**config.mk**
```make
export PLATFORM = sky130hd
export DESIGN_NAME = multicycle_wb_scheduler
export DESIGN_NICKNAME = d
export VERILOG_FILES = /design/src/rtl/multicycle_wb_scheduler.sv
export SDC_FILE = /design/constraint.sdc
export NUM_CORES = 1
export LEC_CHECK = 0
export BUFFER_PORTS_ARGS = -buffer_cell sky130_fd_sc_hd__buf_2
export CORE_MARGIN = 5
export CORE_UTILIZATION = 50
export CTS_CLUSTER_DIAMETER = 200
export CTS_CLUSTER_SIZE = 12
export DETAILED_ROUTE_END_ITERATION = 10
export GPL_ROUTABILITY_DRIVEN = 0
export GPL_TIMING_DRIVEN = 0
export PLACE_DENSITY_LB_ADDON = 0.3
export SLEW_MARGIN = 40
export SYNTH_ARGS = -nofsm -noshare
export SYNTH_HDL_FRONTEND = slang
export SYNTH_SLANG_ARGS = --single-unit
export TNS_END_PERCENT = 20
```
**constraint.sdc**
```tcl
create_clock -name clk -period 2.5 [get_ports clk]
set_input_delay 0.125 -clock clk [delete_from_list [all_inputs] [get_ports clk]]
set_output_delay 0.125 -clock clk [all_outputs]
set_load 0.05 [all_outputs]
```
**src/rtl/multicycle_wb_scheduler.sv**
```systemverilog
// -----------------------------------------------------------------------------
// multicycle_wb_scheduler
//
// Purpose:
//   Runs the three shared multicycle execution units (fsqrt, div, fdiv) from
//   issue to writeback. Each unit has a slot FSM that records the destination
//   register and the unit result. The scheduler also arbitrates the single
//   spare register-file writeback slot between the units that have finished.
//
// Optional feature (compile-time macro):
//   MC_RR_ARB_EN  defined   : round-robin grant, starting after the last
//                             granted unit (fsqrt -> div -> fdiv -> fsqrt)
//                 undefined : fixed priority div > fdiv > fsqrt
//
// Ports:
//   clk                 core clock
//   reset               synchronous, active-high reset
//   p_signal_start_exe  issue strobes {fdiv, div, fsqrt}; at most one bit set
//   start_rd            destination register of the issuing instruction
//   start_fp            destination is the FP register file
//   unit_done           completion pulses {fdiv, div, fsqrt}
//   fsqrt_result        fsqrt result, valid with unit_done[0]
//   div_result          div/rem result, valid with unit_done[1]
//   fdiv_result         fdiv result, valid with unit_done[2]
//   wb_slot_free        main pipeline leaves the register file write port free
//   wb_valid            scheduler writes the register file this cycle
//   wb_rd / wb_fp       writeback destination and register-file select
//   wb_data             writeback data
//   wb_unit             one-hot granted unit, 0 when wb_valid = 0
//   *_unit_busy         the unit's slot is not IDLE
//   issue_err           sticky: a start arrived for a slot that was not IDLE
//
// Handshake: a slot in DONE presents a writeback request that is held until
// it is granted. A grant only happens in a cycle where wb_slot_free = 1, and
// the slot returns to IDLE on the edge that ends the granted cycle.
// -----------------------------------------------------------------------------
module multicycle_wb_scheduler #(
  parameter int XLEN = 32
) (
  input  logic            clk,
  input  logic            reset,
  input  logic [2:0]      p_signal_start_exe,
  input  logic [4:0]      start_rd,
  input  logic            start_fp,
  input  logic [2:0]      unit_done,
  input  logic [XLEN-1:0] fsqrt_result,
  input  logic [XLEN-1:0] div_result,
  input  logic [XLEN-1:0] fdiv_result,
  input  logic            wb_slot_free,
  output logic            wb_valid,
  output logic [4:0]      wb_rd,
  output logic            wb_fp,
  output logic [XLEN-1:0] wb_data,
  output logic [2:0]      wb_unit,
  output logic            fsqrt_unit_busy,
  output logic            div_unit_busy,
  output logic            fdiv_unit_busy,
  output logic            issue_err
);

  // Slot index order matches the strobe bit order: 0 fsqrt, 1 div, 2 fdiv.
  typedef enum logic [1:0] {
    S_IDLE = 2'd0,
    S_RUN  = 2'd1,
    S_DONE = 2'd2
  } slot_state_t;

  slot_state_t     r_state     [0:2];
  slot_state_t     w_state_nxt [0:2];
  logic [4:0]      r_rd        [0:2];
  logic            r_fp        [0:2];
  logic [XLEN-1:0] r_data      [0:2];
  logic [XLEN-1:0] w_result    [0:2];
  logic            r_issue_err;
  logic            w_err_set;
  logic [2:0]      w_cand;
  logic [2:0]      w_grant;

  assign w_result[0] = fsqrt_result;
  assign w_result[1] = div_result;
  assign w_result[2] = fdiv_result;

  // ---------------------------------------------------------------------------
  // Slot next-state logic. A start on a non-IDLE slot is dropped and flagged.
  // In RUN, a done pulse wins over a colliding start.
  // ---------------------------------------------------------------------------
  always_comb begin
    w_err_set = 1'b0;
    for (int u = 0; u < 3; u++) begin
      w_state_nxt[u] = r_state[u];
      case (r_state[u])
        S_IDLE: begin
          if (p_signal_start_exe[u]) w_state_nxt[u] = S_RUN;
        end
        S_RUN: begin
          if (unit_done[u])          w_state_nxt[u] = S_DONE;
          if (p_signal_start_exe[u]) w_err_set      = 1'b1;
        end
        S_DONE: begin
          if (w_grant[u])            w_state_nxt[u] = S_IDLE;
          if (p_signal_start_exe[u]) w_err_set      = 1'b1;
        end
        default: w_state_nxt[u] = S_IDLE;
      endcase
    end
  end

  always_ff @(posedge clk) begin
    if (reset) begin
      for (int u = 0; u < 3; u++) begin
        r_state[u] <= S_IDLE;
        r_rd[u]    <= '0;
        r_fp[u]    <= 1'b0;
        r_data[u]  <= '0;
      end
      r_issue_err <= 1'b0;
    end else begin
      for (int u = 0; u < 3; u++) begin
        r_state[u] <= w_state_nxt[u];
        if (r_state[u] == S_IDLE && p_signal_start_exe[u]) begin
          r_rd[u] <= start_rd;
          r_fp[u] <= start_fp;
        end
        if (r_state[u] == S_RUN && unit_done[u]) begin
          r_data[u] <= w_result[u];
        end
      end
      r_issue_err <= r_issue_err | w_err_set;
    end
  end

  // ---------------------------------------------------------------------------
  // Writeback arbitration between DONE slots.
  // ---------------------------------------------------------------------------
  always_comb begin
    for (int u = 0; u < 3; u++) begin
      w_cand[u] = (r_state[u] == S_DONE);
    end
  end

`ifdef MC_RR_ARB_EN
  // Pointer holds the last granted slot index; search starts one past it.
  logic [1:0] r_rr_ptr;
  logic [1:0] w_grant_idx;

  always_comb begin
    logic found;
    int   idx;
    found       = 1'b0;
    idx         = 0;
    w_grant     = 3'b000;
    w_grant_idx = r_rr_ptr;
    if (wb_slot_free) begin
      for (int k = 1; k <= 3; k++) begin
        idx = (int'(r_rr_ptr) + k) % 3;
        if (!found && w_cand[idx]) begin
          found        = 1'b1;
          w_grant[idx] = 1'b1;
          w_grant_idx  = 2'(idx);
        end
      end
    end
  end

  always_ff @(posedge clk) begin
    if (reset) begin
      r_rr_ptr <= 2'd0;
    end else if (|w_grant) begin
      r_rr_ptr <= w_grant_idx;
    end
  end
`else
  always_comb begin
    w_grant = 3'b000;
    if (wb_slot_free) begin
      if (w_cand[1])      w_grant = 3'b010;
      else if (w_cand[2]) w_grant = 3'b100;
      else if (w_cand[0]) w_grant = 3'b001;
    end
  end
`endif

  // ---------------------------------------------------------------------------
  // Writeback outputs: driven from the granted slot, all zero otherwise.
  // ---------------------------------------------------------------------------
  always_comb begin
    wb_valid = 1'b0;
    wb_rd    = '0;
    wb_fp    = 1'b0;
    wb_data  = '0;
    wb_unit  = 3'b000;
    for (int u = 0; u < 3; u++) begin
      if (w_grant[u]) begin
        wb_valid = 1'b1;
        wb_rd    = r_rd[u];
        wb_fp    = r_fp[u];
        wb_data  = r_data[u];
        wb_unit  = w_grant;
      end
    end
  end

  assign fsqrt_unit_busy = (r_state[0] != S_IDLE);
  assign div_unit_busy   = (r_state[1] != S_IDLE);
  assign fdiv_unit_busy  = (r_state[2] != S_IDLE);
  assign issue_err       = r_issue_err;

endmodule

```
After elaboration in Yosys (flattened, before gate mapping)
Memory sizes are Yosys's and may differ from the RTL's.
Index checks and enable logic that the tools add are counted.

word-level totals
  register bits after elaboration = 1
  bits in writable memories = 120
  bits of input ports = 111
  output and inout bits = 46
  logic and storage cells = 109
  memories = 4

memory list
  memory   words  bits a word  rd ports  clocked after memory_dff  write ports  RTL line  text
  r_data   3      32           3         0                         3            72        logic [XLEN-1:0] r_data [0:2];
  r_rd     3      5            3         0                         3            70        logic [4:0] r_rd [0:2];
  r_state  3      2            3         0                         3            68        slot_state_t r_state [0:2];
  r_fp     3      1            3         0                         3            71        logic r_fp [0:2];

operators by class
  equal/unequal tests = 6
  multiplexer cells = 70
  bitwise gates (word level) = 13
  reductions and logical operators = 15

operators with widths
  cell                                                                    number
  32-bit 2-to-1 mux                                                       6
  1-bit 2-to-1 mux                                                        38
  5-bit 2-to-1 mux                                                        6
  2-bit 2-to-1 mux                                                        12
  2-bit one-hot mux with 3 select lines                                   3
  3-bit 2-to-1 mux                                                        5
  1-bit OR                                                                13
  2-bit by 1-bit equality test with 1-bit output (second input constant)  3
  2-bit equality test (second input constant)                             3
  1-bit logical AND                                                       6
  2-bit zero test                                                         3
  2-bit nonzero test                                                      3
  2-bit OR reduction                                                      3

Depth between registers and ports, before layout
An unclocked memory read counts as a cell.

  depth after elaboration = 9
  gate-level depth with buffers = 7
  gate-level depth less buffers = 6

Worst setup path after synthesis
OpenSTA, ideal clock, no wires.

  kind = register to output
  start point = memory r_state[0][2] (netlist bit)
  end point = output port wb_data[26]
  arrival = 2112 ps
  required time = 2375 ps
  setup slack = 263 ps
  cell stages (with the launch flop) = 8
  buffers on the path = 1
  cell sequence = dfxtp_1 inv_1 ha_1 nand2b_1 nor2_1 clkbuf_1 a222oi_1 inv_1

RTL lines
  what                RTL line  text
  start: declaration  68
  end: declaration    53        output logic [XLEN-1:0] wb_data,

==> results.toml <==
[power_and_ir_drop]
powerDensity_nw_per_um2 = 952
power_frac_comb_pct = 28.5
switchingPower_mw = 2.48
peakVddDrop_mv = 0.719
swShare_pct = 32.2
power_mw = 7.71
clockPowerShare_pct = 32.7
internal_power_mw = 5.22
leakagePower_nw = 3.78
p_seq_share_pct = 38.9

[placed_design]
place.port_buffers = 156
hpwl_mm = 9.37
dp.cells = 682

[yosys]
synth.area.top_cells = "edfxtp_1 (64%), and2_1 (12%), a222oi_1 (7.9%)"
syn_avg_cell_area_um2 = 13.8
synth.distinct_cells = 21
synth_top_flop_cell = "edfxtp_1"
async_reset_ff_share_pct = 0
synth-seq-area-share_pct = 66.6
netlist_instances = 389
yosysTopAreaCellShare_pct = 64.0
synth_nets = 515
yosysTopAreaCell = "edfxtp_1"
synth-seq-cells = 121
syn_area_um2 = 5350
synth-edff-count = 114
yosys_warnings = 0

[critical_path]
cp.arrival_ns = 2.33
r2r-start = "r_state[0][3]"
reg2regPathDepth = 7
cp_data_required_time_ns = 2.38
startpoint = "r_state[0][2]"
critPathCaptureType = "primary output"
worstSetupPathType = "flip-flop to primary output"
cp_max_fo = 10
critPathLaunchType = "flip-flop"

[grt]
grt_start_max_net_pins = 33
grt_pass1_wl_mm = 23.8
grt_usage_pct = 24.4
overflow = 0
antenna_found_initial = 1
grt_pass1_vias = 4628

[floorplanning]
die_width_um = 113
core_um2 = 10400
core.rowCount = 37
initial_core_util_pct = 51.6
die_y_um = 113
boundaryPins = 157
dieArea_um2 = 12900

[clock_network]
htree_levels = 4
clockRootBuffer = "clkbuf_8"
insertion_delay_ns = 0.51
clk_path_buf_depth = 2
cts.sinks = 121
clk_pin_slew_ns = 0.06
cts_tree = "yes"
cts_made_buffers = 17

[timing]
finalHoldViolCount = 0
period_share_pct = 98.1
final_max_slew_viol_count = 0
setup_violations = 0
clock_skew_ns = 0.00694
worst_slew_pin_slew_ns = 0.641
maxSlewHeadroom_pct = 57.1
min_period_ns = 2.45
fmax_mhz = 408

[cells_and_area]
area_growth_syn_to_layout_pct = 51.2
fin_nets = 794
drive_above_1_share_pct = 32.3
fin_cells = 818
layout_commonest_cell = "buf_2"
layout_common_cells = "buf_2 (152), edfxtp_1 (114), dlygate4sd3_1 (104), and2_1 (102), inv_1 (52)"
fill_cells = 623
multi_input_area_um2 = 1490
fin_util_pct = 78.0
seq_area_um2 = 3570

[detailed_routing]
drtIter0Drc = 496
drt-total-wl_mm = 15.7
firstDrtPassIters = 5
vias = 4314
drcViolationCount = 0
via_per_inst = 5.27
antenna_left = 0
wl_per_cell_um = 19.2

[min_path]
min_path_type = "input pin to flip-flop"
min_delay_path_depth = 5
min-delay-start = "unit_done[1]"

[job]
drv_cap = 0

[status]
status = "finished, final reports clean"
timing repair:
action / in CTS / in global routing
endpoints found under the hold margin: 115 / 0
setup endpoints to repair: 41 / 39
hold buffers: 104 / 0
setup buffers: 0 / 1
resized for setup: 26 / 13
pin swaps: 2 / 3
layout make-up:
class,instances,share of cell area [%]
buffer,23,2.09
sequential,121,44.1
multi-input combinational,189,18.4
clock inverter,15,2.47
timing repair buffer,262,23.1
inverter,54,2.51
antenna,1,0.0309
tap,136,2.10
clock buffer,17,5.12
through the flow:
step | hold slack [ns] | worst slack (ns) | setup TNS [ns] | area, µm²
after CTS | 0.109 | 0.0116 | 0 | 8050
after global placement | 0.402 | 0.193 | 0 | 6300
after global routing | 0.119 | -0.00692 | -0.00692 | 8090
after detailed placement | 0.404 | 0.160 | 0 | 6340
after floorplan | 0.301 | 0.263 | 0 | 5350
final | 0.120 | 0.0472 | 0 | 8090
registers in the layout, summed over array words and instances, names as in the netlist:
signal and cells:
r_state 6, issue_err 1, r_rd 15, r_data 96, r_fp 3
power by group through the flow:
stage	logic (mW)	clock network, mW	registers (mW)
5_1_grt	2.34	2.64	3.03
6_report	2.19	2.52	2.99
3_5_place_dp	1.97	0	3.02
2_1_floorplan	1.35	0	2.99
4_1_cts	2.14	2.53	2.98
3_3_place_gp	1.90	0	2.99
critical path: stages (launching register included):
cell and delay, ns:
dfxtp_2 0.34, inv_2 0.10, ha_4 0.16, and4bb_4 0.28, buf_6 0.16, a222oi_1 0.45
inv_1 0.14, buf_6 0.19
cell usage after synthesis (all sizes together) (6+ instances only):
master / instances
edfxtp: 114
and2: 103
inv: 54
a222oi: 42
clkbuf: 19
ha: 15
nor2: 9
dfxtp: 7
a21o: 6
buf: 6
mux2i: 6
layer usage:
layer | part of all wire (%) | track usage, % | up-vias
met4 | 3.3 | 11.7 | 0
met2 | 51 | 42.0 | 211
met3 | 6.8 | 5.52 | 41
met1 | 38 | 29.1 | 2078
met5 | 0 | 0 | -
li1 | - | - | 1984
final timing paths:
path                   endpoint  slack, ns
setup / recovery    wb_data[14]       0.05
hold / removal    r_state[0][2]       0.12
setup reg to reg  r_data[0][94]       0.22
hold reg to reg   r_state[0][1]       0.55
cell families (layout without fill, tap and decap cells):
logic type / count (synthesis) / in the layout / share of synthesized area, %
buffers and inverters: 79 / 371 / 6.24
DFF: 121 / 121 / 66.6
and+or+nand+nor: 116 / 116 / 13.3
adders and majority gates: 15 / 15 / 3.51
AOI/OAI and AO/OA: 52 / 52 / 9.24
muxes: 6 / 6 / 1.12
other: 0 / 1 / 0
(Power assumes the default switching activity.)
